### src/rtl/hazard_ctrl.sv
`default_nettype none
// ============================================================================
// Module      : hazard_ctrl
// Description : Pipeline hazard controller for a 5-stage in-order core.
//               Drives enable/clear of the IF_ID, ID_EX, EX_MEM and MEM_WB
//               stage registers and the PC enable, generates EX-stage operand
//               forwarding selects, inserts a single bubble on load-use,
//               flushes wrong-path instructions on a taken branch resolved in
//               EX, and halts on a halt-type syscall in WB until a rising edge
//               of go is seen.
// Ports       : clk, rst_n               clock, async active-low reset
//               id_rs/id_rt/id_uses_*    ID-stage source operands
//               ex_rs/ex_rt/ex_*         EX-stage sources and destination
//               mem_*/wb_*               MEM/WB destination write info
//               branch_taken, wb_halt,go control events
//               pc_en, *_en, *_clr       stage register controls
//               fwd_a, fwd_b             00 regfile, 01 EX_MEM, 10 MEM_WB
//               halted                   1 while halted
//               stall_cnt, flush_cnt     saturating event counters
// Revision    : 1.0  initial release
// ============================================================================
module hazard_ctrl #(
   parameter int CNT_W = 16
) (
   input  logic             clk,
   input  logic             rst_n,
   input  logic [4:0]       id_rs,
   input  logic [4:0]       id_rt,
   input  logic             id_uses_rs,
   input  logic             id_uses_rt,
   input  logic [4:0]       ex_rs,
   input  logic [4:0]       ex_rt,
   input  logic             ex_regwrite,
   input  logic             ex_memtoreg,
   input  logic [4:0]       ex_write_reg,
   input  logic             mem_regwrite,
   input  logic [4:0]       mem_write_reg,
   input  logic             wb_regwrite,
   input  logic [4:0]       wb_write_reg,
   input  logic             branch_taken,
   input  logic             wb_halt,
   input  logic             go,
   output logic             pc_en,
   output logic             ifid_en,
   output logic             ifid_clr,
   output logic             idex_en,
   output logic             idex_clr,
   output logic             exmem_en,
   output logic             exmem_clr,
   output logic             memwb_en,
   output logic             memwb_clr,
   output logic [1:0]       fwd_a,
   output logic [1:0]       fwd_b,
   output logic             halted,
   output logic [CNT_W-1:0] stall_cnt,
   output logic [CNT_W-1:0] flush_cnt
);

   typedef enum logic [1:0] {
      ST_RUN    = 2'd0,
      ST_HALT   = 2'd1,
      ST_RESUME = 2'd2
   } state_t;

   localparam logic [1:0] c_FWD_RF  = 2'b00;
   localparam logic [1:0] c_FWD_MEM = 2'b01;
   localparam logic [1:0] c_FWD_WB  = 2'b10;

   state_t           r_state;
   state_t           w_state_nxt;
   logic             r_go_q;
   logic             w_go_rise;
   logic             w_load_use;
   logic             w_stall_inc;
   logic             w_flush_inc;
   logic [CNT_W-1:0] r_stall_cnt;
   logic [CNT_W-1:0] r_flush_cnt;

   // ------------------------------------------------------------------------
   // Forwarding: the youngest producer (MEM) wins over WB; $0 is hardwired
   // zero in the register file, so it is never forwarded.
   // ------------------------------------------------------------------------
   function automatic logic [1:0] fwd_sel(input logic [4:0] src);
      logic [1:0] sel;
      sel = c_FWD_RF;
      if (mem_regwrite && (mem_write_reg != 5'd0) && (mem_write_reg == src))
         sel = c_FWD_MEM;
      else if (wb_regwrite && (wb_write_reg != 5'd0) && (wb_write_reg == src))
         sel = c_FWD_WB;
      return sel;
   endfunction

   assign fwd_a = fwd_sel(ex_rs);
   assign fwd_b = fwd_sel(ex_rt);

   // ------------------------------------------------------------------------
   // Hazard detection
   // ------------------------------------------------------------------------
   assign w_go_rise  = go & ~r_go_q;

   assign w_load_use = ex_memtoreg && ex_regwrite && (ex_write_reg != 5'd0) &&
                       ((id_uses_rs && (id_rs == ex_write_reg)) ||
                        (id_uses_rt && (id_rt == ex_write_reg)));

   // ------------------------------------------------------------------------
   // Stage control and next-state decode
   // ------------------------------------------------------------------------
   always_comb begin
      pc_en       = 1'b1;
      ifid_en     = 1'b1;
      idex_en     = 1'b1;
      exmem_en    = 1'b1;
      memwb_en    = 1'b1;
      ifid_clr    = 1'b0;
      idex_clr    = 1'b0;
      exmem_clr   = 1'b0;
      memwb_clr   = 1'b0;
      w_stall_inc = 1'b0;
      w_flush_inc = 1'b0;
      w_state_nxt = r_state;

      case (r_state)
         ST_HALT: begin
            // Freeze everything; only a fresh go edge leaves this state.
            pc_en    = 1'b0;
            ifid_en  = 1'b0;
            idex_en  = 1'b0;
            exmem_en = 1'b0;
            memwb_en = 1'b0;
            if (w_go_rise)
               w_state_nxt = ST_RESUME;
         end

         default: begin
            // RUN and RESUME share the branch / load-use rules.
            w_state_nxt = ST_RUN;
            if ((r_state == ST_RUN) && wb_halt) begin
               pc_en       = 1'b0;
               ifid_en     = 1'b0;
               idex_en     = 1'b0;
               exmem_en    = 1'b0;
               memwb_en    = 1'b0;
               w_state_nxt = ST_HALT;
            end else begin
               // The halting syscall still sits in MEM_WB when we resume;
               // clearing it prevents a second halt.
               if (r_state == ST_RESUME)
                  memwb_clr = 1'b1;

               if (branch_taken) begin
                  // Wrong-path instructions in IF_ID and ID_EX are squashed;
                  // any load-use against them is moot.
                  ifid_clr    = 1'b1;
                  idex_clr    = 1'b1;
                  w_flush_inc = 1'b1;
               end else if (w_load_use) begin
                  // Hold PC and IF_ID, inject a bubble into ID_EX.
                  pc_en       = 1'b0;
                  ifid_en     = 1'b0;
                  idex_clr    = 1'b1;
                  w_stall_inc = 1'b1;
               end
            end
         end
      endcase
   end

   // ------------------------------------------------------------------------
   // State, go edge detector and saturating statistics
   // ------------------------------------------------------------------------
   always_ff @(posedge clk or negedge rst_n) begin
      if (!rst_n) begin
         r_state     <= ST_RUN;
         r_go_q      <= 1'b0;
         r_stall_cnt <= '0;
         r_flush_cnt <= '0;
      end else begin
         r_state <= w_state_nxt;
         r_go_q  <= go;
         if (w_stall_inc && (r_stall_cnt != {CNT_W{1'b1}}))
            r_stall_cnt <= r_stall_cnt + 1'b1;
         if (w_flush_inc && (r_flush_cnt != {CNT_W{1'b1}}))
            r_flush_cnt <= r_flush_cnt + 1'b1;
      end
   end

   assign halted    = (r_state == ST_HALT);
   assign stall_cnt = r_stall_cnt;
   assign flush_cnt = r_flush_cnt;

endmodule
`default_nettype wire

### config.mk
export PLATFORM = sky130hd
export DESIGN_NAME = hazard_ctrl
export DESIGN_NICKNAME = d
export VERILOG_FILES = /design/src/rtl/hazard_ctrl.sv
export SDC_FILE = /design/constraint.sdc
export NUM_CORES = 1
export LEC_CHECK = 0
export CORE_UTILIZATION = 40
export CTS_CLUSTER_SIZE = 14
export DETAILED_ROUTE_END_ITERATION = 8
export DONT_BUFFER_PORTS = 1
export PLACE_DENSITY = 0.6
export SLEW_MARGIN = 20
export SYNTH_ARGS = -nofsm -noshare
export SYNTH_HDL_FRONTEND = slang
export SYNTH_SLANG_ARGS = --single-unit
### constraint.sdc
create_clock -name clk -period 2.97 [get_ports clk]
set_input_delay 0.594 -clock clk [delete_from_list [all_inputs] [get_ports clk]]
set_output_delay 0.594 -clock clk [all_outputs]
set_load 0.03 [all_outputs]
# == Word level (Yosys, flattened, before mapping) ==
# Cells that the tools add are included.
# op_classes
mux,26
n_reduce_logical,19
eq_ne,11
addsub,2
n_bitwise,2
# ops
cell,count
16-bit by 1-bit adder with 16-bit output (second input constant),2
16-bit inequality test (second input constant),2
5-bit == test,6
1-bit two-way mux,20
5-bit nonzero test,3
1-bit logical AND,14
2-bit two-way mux,6
2-bit by 1-bit == test with 1-bit output (second input constant),1
2-bit == test (second input constant),1
2-bit zero test,1
2-bit by 1-bit inequality test with 1-bit output (second input constant),1
1-bit bitwise AND,1
1-bit logical OR,1
1-bit NOT,1
# word_totals
wordCells,64
ff_bits,35
output_inout_bits,46
inputBits,46

# == Depth between registers and ports, before layout ==
# depth
ltp_word,9
depth_mapped,8
mapped_depth_nobuf,7

# == Least setup slack after synthesis ==
# No wires, ideal clock.
# synth_timing
path_type,input to output
from,input port mem_write_reg[1]
to,output port fwd_a[1]
path_slack_ps,-155
required_ps,2376
arrival_ps,2531
path_stages,4
n_path_buf,0
cell_sequence,or4_1 o21ai_0 nor4_1 nor4_1
# synth_via
elab_chain_len,4
word_cells_on_any_way,5
classes_between,eq/ne: 1; mux: 1; reduce/logical: 3
# synth_lines
item,line_no,source
from (decl),37,"input logic [4:0] mem_write_reg,"
5-bit nonzero test,86,if (mem_regwrite && (mem_write_reg != 5'd0) && (mem_write_reg == src))
1-bit logical AND,86,
1-bit logical AND *,86,
2-bit two-way mux *,86,
to (decl),52,"output logic [1:0] fwd_a,"
# Every way passes the cells marked *; elsewhere a longest branch is shown, timed or not.

# == Final worst setup path ==
# layout_timing
from,input port mem_write_reg[1]
to,output port fwd_b[1]
# layout_via
elab_chain_len,4
word_cells_on_any_way,5
classes_between,eq/ne: 1; mux: 1; reduce/logical: 3
# layout_lines
item,line_no,source
5-bit nonzero test,86,
1-bit logical AND,86,
1-bit logical AND *,86,
2-bit two-way mux *,86,
to (decl),53,"output logic [1:0] fwd_b,"
# Marks and branches as above.

==> metrics.yaml <==
status:
  status: "finished, final reports clean"
critical_path:
  cp.arrival_ps: 2090
  critPathKind: "in -> out"
  rrSetupSlack_ps: 730
  required_ps: 2380
  cp-startpoint: "mem_write_reg[1]"
  regToRegEndpoint: "stall_cnt[1]"
  rr_startpoint: "stall_cnt[0]"
  cp_max_fo: 3
  reg2regPathDepth: 5
  start_kind: "input pin"
  cp-end-kind: "output pin"
synth:
  synth.avg_cell_area_sq_um: 10.26
  ys_warn_count: 0
  ys_seq_area_frac: 0.4245
  ys_seq_elements: 35
  ys.flop_type: "dfrtp_1"
  yosys.area.top_type: "dfrtp_1"
  syn-num-nets: 249
  netlist.area_leader.share: 0.4245
  synth_edf_count: 0
  ys_types: 34
  ys_async_sr_fraction: 1.000
  syn-cell-area_sq_um: 2063
  synthCells: 201
  yosys-top-cells-area: "dfrtp_1 42%, xnor2_1 13%, xor2_1 12%"
cts:
  root_buffer: "clkbuf_8"
  path_clk_slew_ps: 70
  cts-htree-levels: 2
  cts_max_path_buffers: 2
  clock-sinks: 35
  clkLatencyLatePin_ps: 280
  post-cts-setup-buffers: 0
  cts_tree: "yes"
  cts_buffers: 5
power:
  power_leakage_uw: 0.0009609
  p_per_area_nw_per_um2: 509.8
  peakVddDrop_mv: 0.4065
global_route:
  grt_overflow: 0
  grt_pass1_vias: 1359
  grt_max_degree: 36
  use_met2: 0.2273
  grtUsageTotal: 0.1509
  grt_busiest_layer: "met2"
  grt_pass1_wl_mm: 6.154
  antenna_found_initial: 0
  use_met1: 0.1971
  met3_usage: 0.05487
placed_design:
  place_congestion: 0.7539
  io_buffer_count: 0
  place_inst: 265
  dpl.hpwl_mm: 3.116
sta:
  tightest_slew_ps: 900.1
  fin_skew_ps: 7.039
  rsz0062_at_grt: "no"
  slew_headroom: 0.3949
  setup_viol: 0
  timing.fmax_ghz: 0.3728
  fin_crit_sh: 0.9032
  slew_viol_final: 0
  fin_tns_setup_ps: 0
  hold_viol: 0
  period_minus_slack_ps: 2682
die:
  num_rows: 25
  initial_core_util: 0.4255
  die-area_sq_um: 5449
  dieWidth_microns: 73.82
  die_h_microns: 73.82
  io_pins: 92
  coreArea_sq_um: 4848
drt:
  ant_nets: 0
  routed_wl_mm: 3.992
  wire_per_inst_microns: 14.62
  drcViolationCount: 0
  via_per_inst: 5.278
  vias: 1441
  first_pass_iters: 4
  drtIter0Drc: 30
cells_and_area:
  fillers: 470
  syn_to_final_growth_pct: 9.278
  drive_above_1_share: 0.1214
  instances_no_fill: 273
  nNetsFinal: 254
  diodes: 0
  post-route-util: 0.4650
job:
  cap_violations: 0
hold_path:
  hp-class: "in -> async"
## synth_stat cells, types with 2 or more instances
cell type	number
dfrtp_1	35
xnor2_1	30
xor2_1	29
nand3_1	18
nand2_1	16
nor2_1	10
nor4_1	8
and3_1	6
nand4_1	6
or4_1	5
and4_1	4
buf_4	4
inv_1	3
o21ai_0	3
clkbuf_1	2
ha_1	2
nor2b_1	2
o21a_1	2
## layout by cell type (no fill, tap or decap), drive strengths merged, types with 4 or more instances in the layout
cell    Yosys  routed
nand4       6       6
xnor2      30      30
nand2      16      16
and4        4       4
and3        6       6
clkbuf      2       6
or4         5       5
nor2       10      10
nor4        9       9
buf         5       5
xor2       29      29
dfrtp      35      35
nand3      18      18
## critical path, cell delays in order
cell and delay, ps:
or4_1 500, o21ai_0 310, nor4_2 200, nor4_2 290
buf_4 190
## per-stage QoR
stage	setup slack, ps	cell area [sq um]	hold WS, ps	total power [uW]
detailed placement	316.0	2147	299.1	808.1
global route	241.3	2255	142.4	1216
finish	287.5	2255	135.5	1149
CTS	313.4	2255	137.3	1168
global placement	346.9	2147	299.1	805.8
floorplan	147.2	2076	298.4	786.9
## what timing repair did
action	4_1_cts	5_1_grt
endpoints found under the hold margin	35	0
gates resized for setup	0	0
hold buffers	1	0
## power breakdown
group	internal, uW	switching, uW	total (uW)
logic	70.3	106	176
clock network	182	160	342
registers	512	119	632
## worst max path at each step
stage	end	slack (ps)	cells past startpoint
6_report	fwd_b[1]	290	5
3_5_place_dp	fwd_b[1]	320	5
2_1_floorplan	fwd_a[1]	150	4
3_3_place_gp	fwd_b[1]	350	5
4_1_cts	fwd_b[1]	310	5
5_1_grt	fwd_b[1]	240	5
## sequential cells by signal, summed over array words and instances, names as in the netlist
name / cells
r_state: 2
stall_cnt: 16
r_go_q: 1
flush_cnt: 16
## layer usage
metal  share of wire  wire [microns]  vias to the layer above
met2            0.46            1837                       49
li1                -               -                      701
met3           0.067             267                        4
met1            0.46            1855                      687
met5               0               0                        -
met4          0.0080              32                        0
## final cells by class
class	instances	area (sq um)	share of cell area
sequential	35	875.8	0.3885
inverter	3	11.26	0.004994
clock inverter	1	5.005	0.002220
timing repair buffer	5	50.05	0.02220
clock buffer	6	82.58	0.03663
tap	67	83.83	0.03718
multi-input combinational	156	1146	0.5083
## kinds of logic (layout without fill, tap and decap cells)
group           count (synthesis)  count (layout)  synth area share
compound gates                 11              11           0.05215
xor+xnor                       59              59            0.2505
fa+ha+maj                       2               2           0.01213
buf+inv                        10              15           0.02911
flops                          35              35            0.4245
mux                             1               1          0.005457
other cells                     1               1          0.001818
simple gates                   82              82            0.2244
Note: power is estimated with default switching activity, not from simulation.
